--- config.mk ---
export PLATFORM = sky130hd
export DESIGN_NAME = gpio_input_irq
export DESIGN_NICKNAME = d
export VERILOG_FILES = /design/src/rtl/gpio_input_irq.sv
export SDC_FILE = /design/constraint.sdc
export NUM_CORES = 1
export LEC_CHECK = 0
export ABC_AREA = 1
export CORE_UTILIZATION = 45
export DETAILED_ROUTE_END_ITERATION = 6
export PLACE_DENSITY = 0.94
export SYNTH_ARGS = -nofsm -noshare
export SYNTH_HDL_FRONTEND = slang
export SYNTH_SLANG_ARGS = --single-unit
--- constraint.sdc ---
create_clock -name clk -period 2.56 [get_ports clk]
set_clock_uncertainty 0.1 [all_clocks]
set_input_delay 0.256 -clock clk [delete_from_list [all_inputs] [get_ports clk]]
set_output_delay 0.256 -clock clk [all_outputs]
set_load 0.01 [all_outputs]
--- src/rtl/gpio_input_irq.sv ---
// GPIO input monitor: per-pin two-flop sync, debounce, selectable edge detection
// into sticky W1C status, and a single level interrupt on the CPU register bus.
module gpio_input_irq #(
    parameter int unsigned ADDR_WIDTH      = 4,
    parameter int unsigned DATA_WIDTH      = 32,
    parameter int unsigned GPIO_WIDTH      = 4,
    parameter int unsigned DEBOUNCE_CYCLES = 4
) (
    input  logic                  clk,
    input  logic                  resetn,
    input  logic                  i_sel,
    input  logic                  i_we,
    input  logic [ADDR_WIDTH-1:0] i_addr,
    input  logic [DATA_WIDTH-1:0] i_wdata,
    output logic [DATA_WIDTH-1:0] o_rdata,
    input  logic [GPIO_WIDTH-1:0] i_gpio_in,
    output logic                  o_irq
);

    localparam int unsigned CNT_W = (DEBOUNCE_CYCLES > 1) ? $clog2(DEBOUNCE_CYCLES) : 1;
    localparam logic [CNT_W-1:0] CNT_MAX = CNT_W'(DEBOUNCE_CYCLES - 1);

    localparam logic [ADDR_WIDTH-1:0] ADDR_STATE  = ADDR_WIDTH'(4'h0);
    localparam logic [ADDR_WIDTH-1:0] ADDR_EN     = ADDR_WIDTH'(4'h4);
    localparam logic [ADDR_WIDTH-1:0] ADDR_EDGE   = ADDR_WIDTH'(4'h8);
    localparam logic [ADDR_WIDTH-1:0] ADDR_STATUS = ADDR_WIDTH'(4'hC);

    logic [GPIO_WIDTH-1:0] sync1_q, sync1_d;
    logic [GPIO_WIDTH-1:0] sync2_q, sync2_d;
    logic [GPIO_WIDTH-1:0] state_q, state_d;
    logic [GPIO_WIDTH-1:0][CNT_W-1:0] cnt_q, cnt_d;
    logic [GPIO_WIDTH-1:0] irq_en_q, irq_en_d;
    logic [GPIO_WIDTH-1:0] edge_sel_q, edge_sel_d;
    logic [GPIO_WIDTH-1:0] status_q, status_d;

    logic [GPIO_WIDTH-1:0] wdata_g;
    logic [GPIO_WIDTH-1:0] rise_c, fall_c, event_c, clr_c;
    logic                  wr_en;
    logic                  unused_wdata;

    assign wr_en        = i_sel & i_we;
    assign wdata_g      = i_wdata[GPIO_WIDTH-1:0];
    assign unused_wdata = ^i_wdata;

    // Synchroniser and per-pin debounce counter
    always_comb begin
        sync1_d = i_gpio_in;
        sync2_d = sync1_q;
        state_d = state_q;
        cnt_d   = cnt_q;
        for (int i = 0; i < int'(GPIO_WIDTH); i++) begin
            if (sync2_q[i] == state_q[i]) begin
                cnt_d[i] = '0;
            end else if (cnt_q[i] == CNT_MAX) begin
                state_d[i] = sync2_q[i];
                cnt_d[i]   = '0;
            end else begin
                cnt_d[i] = cnt_q[i] + CNT_W'(1);
            end
        end
    end

    // Edge events and register writes; a new event beats a same-cycle W1C
    always_comb begin
        rise_c     = state_d & ~state_q;
        fall_c     = ~state_d & state_q;
        event_c    = (edge_sel_q & rise_c) | (~edge_sel_q & fall_c);
        clr_c      = '0;
        irq_en_d   = irq_en_q;
        edge_sel_d = edge_sel_q;
        if (wr_en) begin
            if (i_addr == ADDR_EN)     irq_en_d   = wdata_g;
            if (i_addr == ADDR_EDGE)   edge_sel_d = wdata_g;
            if (i_addr == ADDR_STATUS) clr_c      = wdata_g;
        end
        status_d = (status_q & ~clr_c) | event_c;
    end

    always_ff @(posedge clk or negedge resetn) begin
        if (!resetn) begin
            sync1_q    <= '0;
            sync2_q    <= '0;
            state_q    <= '0;
            cnt_q      <= '0;
            irq_en_q   <= '0;
            edge_sel_q <= '0;
            status_q   <= '0;
        end else begin
            sync1_q    <= sync1_d;
            sync2_q    <= sync2_d;
            state_q    <= state_d;
            cnt_q      <= cnt_d;
            irq_en_q   <= irq_en_d;
            edge_sel_q <= edge_sel_d;
            status_q   <= status_d;
        end
    end

    // Combinational read mux, zero outside a read cycle
    always_comb begin
        o_rdata = '0;
        if (i_sel && !i_we) begin
            case (i_addr)
                ADDR_STATE:  o_rdata = DATA_WIDTH'(state_q);
                ADDR_EN:     o_rdata = DATA_WIDTH'(irq_en_q);
                ADDR_EDGE:   o_rdata = DATA_WIDTH'(edge_sel_q);
                ADDR_STATUS: o_rdata = DATA_WIDTH'(status_q);
                default:     o_rdata = '0;
            endcase
        end
    end

    assign o_irq = |(status_q & irq_en_q);

endmodule

==> parameters.txt <==
Parameter                              Value

Status
  Status ... completed

Critical path
  Critical path endpoint category ... output port
  Max FO, Critical Path ... 4
  Critical path launch point type ... input pin
  Crit-path most repeated cell ... sky130_fd_sc_hd__nor2_1
  Start point of the critical path ... i_addr[3]
  Critical path, cell by cell ... clkdlybuf4s50_1 > nor2_1 > nand3_1 > nand2_1 > nor2_1 > nor2_1 > clkdlybuf4s50_1
  Critical path data required time ... 2200 ps
  CP max stage delay ... roughly 550 ps
  Setup Crit Path Kind ... in2out
  Number of buffers and inverters on the critical path ... 2
  Arrival time at the worst endpoint ... between 2000 and 2500 ps
  Reg2Reg Launch Point ... cnt_q[2]
  Crit path max-delay family ... buffers and inverters
  Cell at the slowest stage of the critical path ... sky130_fd_sc_hd__clkdlybuf4s50_1

Timing
  Summed negative setup slack over all endpoints ... 0 ps
  Setup repair after global routing missed its margin ... no
  Final period utilization ... between 90% and 100%
  Setup violation total in the final timing report ... 0
  Pins over their slew limit ... 0
  Highest clock rate ... 417 MHz
  Final min period ... around 2400 ps
  Count of endpoints failing hold in the final timing report ... 0
  Worst Slack Setup Final ... roughly 160 ps

Flow run
  Count of max-cap constraint violations ... 0

Cells and area
  Leading cell type in the layout, fill and taps excluded ... sky130_fd_sc_hd__nand2_1
  Net count reported at finish ... 278
  Area growth from synthesis to layout ... 13.9%
  Most used cells in the layout excluding fill and tap cells ... 36 x sky130_fd_sc_hd__nand2_1, 32 x sky130_fd_sc_hd__dfrtp_1, 29 x sky130_fd_sc_hd__nor2_1
  Proportion of layout cells with a drive suffix above 1 ... ~6.5%
  Final Instance Count excl. Fillers ... around 280
  Summed area of non-filler cells in the final layout ... 0.00193 mm^2
  Antenna diode count ... 0

Global route
  Global-route total usage across every layer ... about 17%
  Via count of the first global-routing pass ... roughly 1200
  Largest net degree at the start of global routing ... 33
  Total gr overflow ... 0
  First-pass GRT wire length ... between 4000 and 5000 um
  Initial antenna violation count ... 0

Clocking
  Inserted Clock Buffers ... 5
  Htree depth ... 2
  Library cell used as clock root buffer ... sky130_fd_sc_hd__clkbuf_8
  Insertion delay of the later-clocked pin in the worst-skew pair ... between 200 and 300 ps
  Clock sink count ... 32
  Post-CTS setup buffer count ... 0
  Number of instances resized during post-cts repair ... 0
  Cts-stage hold buffer count ... 0
  Clock tree from TritonCTS ... yes
  Clock-pin slew reported for the worst setup and hold paths after clock tree synthesis ... 60 ps
  Maximum number of buffers from clock root to sink ... 2

Route
  DR iter-0 viols ... 40
  Routed wire per std cell ... 10.7 um
  1st-pass router iterations ... 4
  DR vias ... roughly 1300
  DRC errors left ... 0
  Routed wire length ... ~3000 um
  Via density per instance ... approximately 4.8
  Antenna-violating nets left ... 0

Die
  Floorplan die area ... ~0.0040 mm^2
  Initial core utilization ... slightly below 50%
  Die width ... 63.4 um
  Ports ... a little under 80
  Core area ... about 0.0035 mm^2
  Die Span Y ... between 60 and 70 um
  Floorplan row count ... 21

Power
  PwrDens ... 773 mW/mm^2
  Maximum vdd drop ... 0.514 mV
  Leakage power figure ... between 0.9 and 1 nW

Worst hold path
  Hold_sp ... sync1_q[2]
  Hold/Removal Path Class ... reg2reg

Synth
  Cells after Synth ... ~200
  Seq cells post-synth ... 32
  Number of warning messages in the yosys log ... 0
  Area of the mapped netlist ... 0.00169 mm^2
  Distinct cell type count after synthesis ... 16
  Synthesized area per cell ... 8.30 um^2
  Sequential element share of the synthesized area ... between 40% and 50%

Placed design
  RePlAce Congestion ... between 0.8 and 0.9
  Placed cells ... around 270
  DP HPWL ... 2240 um
  Pre-CTS setup slack ... between 100 and 150 ps
  Post-placement cell area ... between 0.0015 and 0.002 mm^2
  Count of input and output buffers ... 20
routing by layer:
layer	up-vias	GRT usage (%)	routed length, um	share of wire (%)
li1	642	-	-	-
met5	-	0	0	0
met3	8	4.71	230	7.7
met1	614	21.7	1340	45
met2	54	23.5	1330	45
met4	0	11.9	75	2.5
worst register-to-register path: stages, from the launching register on:
cell and delay, ps:
sky130_fd_sc_hd__dfrtp_1 380, sky130_fd_sc_hd__ha_1 240, sky130_fd_sc_hd__o21ai_0 80, sky130_fd_sc_hd__o21ai_0 90
flip-flops by register name (all words and copies together) (netlist names):
register and flops:
edge_sel_q 4, state_q 4, status_q 4, sync1_q 4
sync2_q 4, cnt_q 8, irq_en_q 4
synthesized netlist by cell type:
library cell	number	area [um^2]
sky130_fd_sc_hd__o21ai_1	4	20.0
sky130_fd_sc_hd__nor3_1	4	20.0
sky130_fd_sc_hd__conb_1	1	3.75
sky130_fd_sc_hd__buf_6	1	11.3
sky130_fd_sc_hd__buf_4	28	210
sky130_fd_sc_hd__inv_1	20	75.1
sky130_fd_sc_hd__nand3_1	16	80.1
sky130_fd_sc_hd__o21ai_0	20	100
sky130_fd_sc_hd__nand2_2	2	12.5
sky130_fd_sc_hd__nand4_1	1	6.26
sky130_fd_sc_hd__inv_2	1	3.75
sky130_fd_sc_hd__nand2_1	36	135
sky130_fd_sc_hd__dfrtp_1	32	801
sky130_fd_sc_hd__nor2_4	5	56.3
sky130_fd_sc_hd__nor2_1	29	109
sky130_fd_sc_hd__ha_1	4	50.1
layout make-up:
type                    instances  area, um^2
well taps                      46        57.6
clock buffers                   8        90.1
multi-input cells             149         694
flip-flops and latches         32         801
fillers                       325        1540
repair buffers                 21         208
inverters                      21        78.8
stage by stage:
step | power (W) | util (%) | hold WS, ps
2_1_floorplan | 0.000999 | - | -140
3_3_place_gp | 0.00107 | 53.0 | 233
3_5_place_dp | 0.00110 | 53.0 | 236
4_1_cts | 0.00150 | 55.6 | 249
5_1_grt | 0.00159 | 55.6 | 257
6_report | 0.00149 | 55.6 | 246
cells by family (layout without fill, tap and decap cells):
family,after synthesis,in the layout,share of synthesized area [%]
AOI/OAI and AO/OA,24,24,7.09
adders and majority gates,4,4,2.95
buffers and inverters,50,50,17.7
DFF,32,32,47.3
other,1,28,0.221
and+or+nand+nor,93,93,24.7
path summary, 6_finish.rpt:
kind	slack, ps	cells past startpoint	endpoint
worst max register to register	1550	3	status_q[1]
worst min-delay path	250	0	sync2_q[2]
worst max-delay path	160	7	o_rdata[2]
worst min register to register	250	0	sync2_q[2]
min in group asynchronous	260	2	cnt_q[1]
max in group asynchronous	1810	2	cnt_q[5]
power by group:
group / leakage, nW / internal (W) / switching (W) / total (W)
clock network: 0.0455 / 0.000219 / 0.000179 / 0.000398
registers: 0.384 / 0.000646 / 0.0000972 / 0.000743
logic: 0.522 / 0.000147 / 0.000203 / 0.000350
total: 0.952 / 0.00101 / 0.000479 / 0.00149
Note: power is estimated with default switching activity, not from simulation.
